File: src/rtl/iir_cascade_tdm.sv
// Time-multiplexed stereo biquad cascade: one shared multiplier walks every section
// of the selected channel, with double-buffered coefficients committed only between samples.
module iir_cascade_tdm #(
  parameter int DATA_W  = 16,
  parameter int COEF_W  = 16,
  parameter int FRAC    = 14,
  parameter int NUM_SEC = 2,
  parameter int ACC_W   = 40
) (
  input  logic                         clk,
  input  logic                         reset,
  input  logic                         l_r_clk,
  input  logic [DATA_W-1:0]            sample_in,
  input  logic                         coef_wr_en,
  input  logic [$clog2(5*NUM_SEC)-1:0] coef_wr_addr,
  input  logic [COEF_W-1:0]            coef_wr_data,
  input  logic                         coef_commit,
  input  logic                         overrun_clr,
  output logic [DATA_W-1:0]            sample_out,
  output logic                         out_valid,
  output logic                         out_chan,
  output logic                         busy,
  output logic                         overrun
);
  localparam int NCOEF  = 5 * NUM_SEC;
  localparam int ADDR_W = $clog2(NCOEF);
  localparam int SEC_W  = (NUM_SEC > 1) ? $clog2(NUM_SEC) : 1;
  localparam int PROD_W = DATA_W + COEF_W;
  localparam logic [COEF_W-1:0]        B0_ONE = COEF_W'(1) << FRAC;
  localparam logic signed [ACC_W-1:0]  HALF   = ACC_W'(1) << (FRAC - 1);
  localparam logic signed [ACC_W-1:0]  MAXV   = $signed({{(ACC_W-DATA_W+1){1'b0}}, {(DATA_W-1){1'b1}}});
  localparam logic signed [ACC_W-1:0]  MINV   = $signed({{(ACC_W-DATA_W+1){1'b1}}, {(DATA_W-1){1'b0}}});

  typedef enum logic [1:0] {IDLE, MAC, SCALE, DONE} state_t;

  state_t                 state_q, state_d;
  logic [2:0]             k_q, k_d;
  logic [SEC_W-1:0]       sec_q, sec_d;
  logic                   s1_q, s2_q, s3_q, edge_p, accept, last_sec, commit_now, pend_q;
  logic                   ch_q;
  logic [NCOEF-1:0][COEF_W-1:0]            shadow_q, active_q;
  logic [NUM_SEC-1:0][1:0][DATA_W-1:0]     x1_q, x2_q, y1_q, y2_q;
  logic signed [DATA_W-1:0]                cur_x_q, opnd, y_sat;
  logic signed [COEF_W-1:0]                coef;
  logic signed [PROD_W-1:0]                prod;
  logic signed [ACC_W-1:0]                 prod_ext, acc_q, rnd, shf;
  logic [ADDR_W-1:0]                       caddr;

  // l_r_clk is asynchronous; E fires on either edge of the synchronised level
  always_ff @(posedge clk or negedge reset) begin
    if (!reset) {s1_q, s2_q, s3_q} <= '0;
    else        {s1_q, s2_q, s3_q} <= {l_r_clk, s1_q, s2_q};
  end
  assign edge_p   = s2_q ^ s3_q;
  assign busy     = (state_q != IDLE);
  assign last_sec = (sec_q == SEC_W'(NUM_SEC - 1));

  always_comb begin
    state_d = state_q;
    k_d     = k_q;
    sec_d   = sec_q;
    accept  = 1'b0;
    case (state_q)
      IDLE, DONE: begin
        state_d = IDLE;
        if (edge_p) begin
          accept  = 1'b1;
          state_d = MAC;
          k_d     = '0;
          sec_d   = '0;
        end
      end
      MAC: begin
        if (k_q == 3'd4) state_d = SCALE;
        else             k_d = k_q + 3'd1;
      end
      SCALE: begin
        if (last_sec) state_d = DONE;
        else begin
          state_d = MAC;
          k_d     = '0;
          sec_d   = sec_q + SEC_W'(1);
        end
      end
      default: state_d = IDLE;
    endcase
  end

  always_ff @(posedge clk or negedge reset) begin
    if (!reset) begin
      state_q <= IDLE;
      k_q     <= '0;
      sec_q   <= '0;
    end else begin
      state_q <= state_d;
      k_q     <= k_d;
      sec_q   <= sec_d;
    end
  end

  // The single shared multiplier: operand and coefficient steered by section/tap
  assign caddr = ADDR_W'(32'(sec_q) * 5 + 32'(k_q));
  assign coef  = active_q[caddr];
  always_comb begin
    opnd = cur_x_q;
    case (k_q)
      3'd1:    opnd = x1_q[sec_q][ch_q];
      3'd2:    opnd = x2_q[sec_q][ch_q];
      3'd3:    opnd = y1_q[sec_q][ch_q];
      3'd4:    opnd = y2_q[sec_q][ch_q];
      default: opnd = cur_x_q;
    endcase
  end
  assign prod     = coef * opnd;
  assign prod_ext = {{(ACC_W-PROD_W){prod[PROD_W-1]}}, prod};

  always_comb begin
    rnd = acc_q + HALF;
    shf = rnd >>> FRAC;
    if (shf > MAXV)      y_sat = MAXV[DATA_W-1:0];
    else if (shf < MINV) y_sat = MINV[DATA_W-1:0];
    else                 y_sat = shf[DATA_W-1:0];
  end

  // Commits wait for IDLE so a sample never sees a half-updated coefficient set
  assign commit_now = (state_q == IDLE) && (pend_q || coef_commit);

  always_ff @(posedge clk or negedge reset) begin
    if (!reset) begin
      pend_q <= 1'b0;
      for (int i = 0; i < NCOEF; i++) begin
        shadow_q[i] <= (i % 5 == 0) ? B0_ONE : '0;
        active_q[i] <= (i % 5 == 0) ? B0_ONE : '0;
      end
    end else begin
      if (coef_wr_en && (coef_wr_addr < ADDR_W'(NCOEF))) shadow_q[coef_wr_addr] <= coef_wr_data;
      if (commit_now) begin
        active_q <= shadow_q;
        pend_q   <= 1'b0;
      end else if (coef_commit) begin
        pend_q   <= 1'b1;
      end
    end
  end

  always_ff @(posedge clk or negedge reset) begin
    if (!reset) overrun <= 1'b0;
    else if (overrun_clr) overrun <= 1'b0;
    else if (edge_p && (state_q == MAC || state_q == SCALE)) overrun <= 1'b1;
  end

  always_ff @(posedge clk or negedge reset) begin
    if (!reset) begin
      cur_x_q    <= '0;
      ch_q       <= 1'b0;
      acc_q      <= '0;
      x1_q       <= '0;
      x2_q       <= '0;
      y1_q       <= '0;
      y2_q       <= '0;
      sample_out <= '0;
      out_chan   <= 1'b0;
      out_valid  <= 1'b0;
    end else begin
      out_valid <= 1'b0;
      if (accept) begin
        cur_x_q <= sample_in;
        ch_q    <= s2_q;
      end
      if (state_q == MAC) begin
        if (k_q == 3'd0)      acc_q <= prod_ext;
        else if (k_q < 3'd3)  acc_q <= acc_q + prod_ext;
        else                  acc_q <= acc_q - prod_ext;
      end
      if (state_q == SCALE) begin
        x2_q[sec_q][ch_q] <= x1_q[sec_q][ch_q];
        x1_q[sec_q][ch_q] <= cur_x_q;
        y2_q[sec_q][ch_q] <= y1_q[sec_q][ch_q];
        y1_q[sec_q][ch_q] <= y_sat;
        cur_x_q           <= y_sat;
        if (last_sec) begin
          sample_out <= y_sat;
          out_chan   <= ch_q;
          out_valid  <= 1'b1;
        end
      end
    end
  end
endmodule

File: config.mk
export PLATFORM = sky130hd
export DESIGN_NAME = iir_cascade_tdm
export DESIGN_NICKNAME = d
export VERILOG_FILES = /design/src/rtl/iir_cascade_tdm.sv
export SDC_FILE = /design/constraint.sdc
export NUM_CORES = 2
export LEC_CHECK = 0
export CORE_MARGIN = 10
export CORE_UTILIZATION = 50
export DETAILED_ROUTE_END_ITERATION = 16
export DONT_BUFFER_PORTS = 1
export PLACE_DENSITY = 0.66
export SYNTH_ARGS = -nofsm -noshare
export SYNTH_HDL_FRONTEND = slang
export SYNTH_SLANG_ARGS = --single-unit
File: constraint.sdc
create_clock -name clk -period 14.62 [get_ports clk]
set_input_delay 2.193 -clock clk [delete_from_list [all_inputs] [get_ports clk]]
set_output_delay 2.193 -clock clk [all_outputs]
set_load 0.01 [all_outputs]
==> summary.md <==
| Metric | Value |
|---|---|
| Outcome | `complete, but fails checks` |
| Violations in the final reports | `slew limit` |
| CTS Buf Count | `72` |
| Core Area | `83560 sq um` |
| TritonCTS clock tree | `done` |
| Startpoint type of the worst setup path | `flop` |
| Net Count, Synth | `4153` |
| Port bufs | `0` |
| Pin count of the biggest net entering global routing | `663` |
| Worst reg2reg setup slack | `2030 ps` |
| Number of fill cells | `just over 7k` |
| Initial antenna violation count | `3` |
| Area delta synth->final | `8.068%` |
| Synthesized area | `42030 sq um` |
| Crit path setup slack, layout | `2028 ps` |
| TNS Setup | `0 ps` |
| Worst min path class | `flop to flop` |
| Area of all sequential standard cells | `16580 sq um` |
| Post-route DRC violation count | `0` |
| Top FF cell, synth | `sky130_fd_sc_hd__dfrtp_1` |
| Antenna viol nets, final | `0` |
| Max-slew violation count | `513` |
| Sequential-to-total area share from yosys stat | `39.43%` |
| Height of the die | `309.9 um` |
| Max frequency | `just under 80 MHz` |
| Combined global-route utilization of all metal layers | `21.31%` |
| Top-level port count | `62` |
| Vias in the first global route | `around 28k` |
| Most frequent standard cell in the layout excluding fill and tap cells | `sky130_fd_sc_hd__dfrtp_1` |
| Wire length of the first global-routing pass | `160.7 mm` |
| First-pass detailed-route iteration total | `6` |
| Post-synthesis area per instance | `approximately 11 sq um` |
| Layout net count | `4080` |
| Vias after detailed routing | `27.67k` |
| Largest buffer count on any clock path | `3` |
| Area taken by multi-input logic gates | `23350 sq um` |
| Crit share post-route | `a little under nine tenths` |
| RSZ-0062 raised after global routing | `no` |
| Crit Reg-Reg Startpoint | `k_q[2]` |
| Arrival @ worst endpoint | `between 10000 and 15000 ps` |
| Worst slack at placement | `just over 2000 ps` |
| Worst Reg2Reg Path Length in Cells | `38` |
| Mapped Cells | `3714` |
| Layout Skew | `40.22 ps` |
| Most numerous cell on the critical path | `sky130_fd_sc_hd__fa_1` |
| Max Cap Viol | `0` |
| Final cell area excluding filler cells | `45420 sq um` |
| Share of final-layout standard cells stronger than drive strength 1 | `a little under a quarter` |
| Max Fanout on Critical Path | `27` |
| GP Congestion | `about 0.87` |
| Final global-route overflow total | `0` |
| Setup Viol. Count Final | `0` |
| Commonest non-fill, non-tap cells in the layout | `sky130_fd_sc_hd__dfrtp_1, sky130_fd_sc_hd__mux2_2, sky130_fd_sc_hd__inv_1, sky130_fd_sc_hd__nand2_1, sky130_fd_sc_hd__fa_1` |
| Shortest period the worst path allows | `12590 ps` |
| Initial Utilization | `50.30%` |
| Full die area | `a little under 100000 sq um` |
| DIE WIDTH | `309.9 um` |
| Met2 track demand over resource in global routing | `~33%` |
| Final hold violation count | `0` |
| Skew-Pair Late Insertion Delay | `~630 ps` |
| Slowest stage delay, CP | `slightly below 1000 ps` |
| Number of synthesized register bits | `roughly 660` |
| Post-synthesis async set-or-reset flop share | `100.0%` |
| Met3 Track Usage GR | `4.486%` |
| Detail-routed via count per cell | `~5.8` |
| Post_cts resized | `0` |
| Cell area reported after detailed placement | `about 43000 sq um` |
| Syn. warnings | `0` |
| Root buffer cell | `sky130_fd_sc_hd__clkbuf_16` |
| Nature of the critical path endpoint | `flop` |
| Busiest layer in global routing | `met2` |
| Count of cell types in the netlist | `96` |
| Detailed Place HPWL | `69.26 mm` |
| Critical path startpoint | `k_q[2]` |
| Number of enable-type register cells in the synthesized netlist | `0` |
| Crit Reg-Reg Endpoint | `acc_q[37]` |
| Number of buffers inserted to repair setup after CTS | `0` |
| Clock sink count | `between 600 and 700` |
| Slew Limit Headroom | `-39.29%` |
| Initial DRC Count | `1924` |
| Row count | `106` |
| Average wire length per cell after detail routing | `roughly 21 um` |
| GR Util met1 | `around 30%` |
| Worst hold slack across all endpoints | `347.4 ps` |
| Drt total wl | `~100 mm` |
| Clock H-tree levels | `3` |
| Worst Max-Slew Pin Slew | `approximately 2100 ps` |
| Max stage delay cell, worst path | `sky130_fd_sc_hd__fa_1` |
| Reg clk slew, reported paths | `70 ps` |
| CP Data Required Time | `15090 ps` |
| Endpoint of the worst setup timing path | `acc_q[37]` |
| Worst Path Class, Setup | `flop to flop` |
| Cts hold-fix bufs | `0` |
[metrics by stage]
stage          instances  utilization (%)
4_1_cts             4775            54.35
6_report            4776            54.36
2_1_floorplan       3714                -
5_1_grt             4775            54.35
3_3_place_gp        4647            51.50
3_5_place_dp        4647            51.50
[cell usage after synthesis, drive strengths merged (8+ instances only)]
master | number | area [sq um]
dfrtp | 658 | 16470
mux2 | 497 | 5597
inv | 369 | 1385
nand2 | 307 | 1155
fa | 264 | 5285
nor2 | 258 | 970.9
o21ai | 162 | 822.0
clkbuf | 149 | 563.0
a21oi | 137 | 723.2
ha | 133 | 1664
mux4 | 94 | 2117
xnor2 | 56 | 498.0
xor2 | 53 | 471.7
buf | 47 | 246.5
mux2i | 37 | 370.4
nand3 | 37 | 190.2
nor2b | 36 | 227.7
nor3 | 32 | 175.2
a211oi | 29 | 235.2
nand2b | 29 | 181.4
o21a | 28 | 210.2
a21o | 24 | 182.7
a22oi | 20 | 150.1
a31oi | 17 | 106.4
and3 | 17 | 106.4
o31ai | 17 | 141.4
o22ai | 16 | 100.1
nand4 | 15 | 115.1
and2 | 14 | 87.59
o22a | 14 | 122.6
or2 | 14 | 87.59
o211ai | 13 | 102.6
or3 | 13 | 87.59
a21boi | 11 | 105.1
a32oi | 8 | 70.07
[how the worst min path moves through the flow]
stage,startpoint,end,cells after the start
after CTS,s1_q,s2_q,0
after global placement,s1_q,s2_q,0
after detailed placement,s1_q,s2_q,0
final,s1_q,s2_q,0
after global routing,s1_q,s2_q,0
after floorplan,s1_q,s2_q,0
[registers in the layout, indices dropped and copies added, names as in the netlist, 2 cells and up]
signal	cells
shadow_q	160
y2_q	64
k_q	3
x1_q	64
active_q	160
cur_x_q	16
state_q	2
acc_q	40
x2_q	64
y1_q	64
sample_out	16
[layout make-up]
type                            count  area share (%)
Multi-Input combinational cell   2487           51.42
Sequential cell                   662           36.50
Clock buffer                      101           4.603
Inverter                          369           3.050
Tap cell                         1080           2.975
Timing Repair Buffer               49          0.8099
Clock inverter                     27          0.6364
Antenna cell                        1        0.005510
[per-layer routing]
layer	share of wire (%)	vias to the layer above
met4	2.5	0
met5	0	-
met2	46	710
met3	6.6	146
li1	-	12580
met1	45	14240
[logic make-up after synthesis]
group,after synthesis,synth area share [%]
compound gates,553,8.649
flops,662,39.43
fa+ha+maj,397,16.54
mux,628,19.24
simple gates,799,8.559
buf+inv,565,5.222
xor+xnor,110,2.370
[critical path, delay by kind of cell (launching register included)]
family	cells	cell delay, ps
adders and majority gates	9	5170
xor gates and xnor gates	2	330
buffers and inverters	6	700
and+or+nand+nor	7	2080
AOI/OAI and AO/OA	14	3430
DFF	1	690
Power is not shown: default switching activity piles up to over one toggle a cycle in this logic, so the estimate is an artifact.
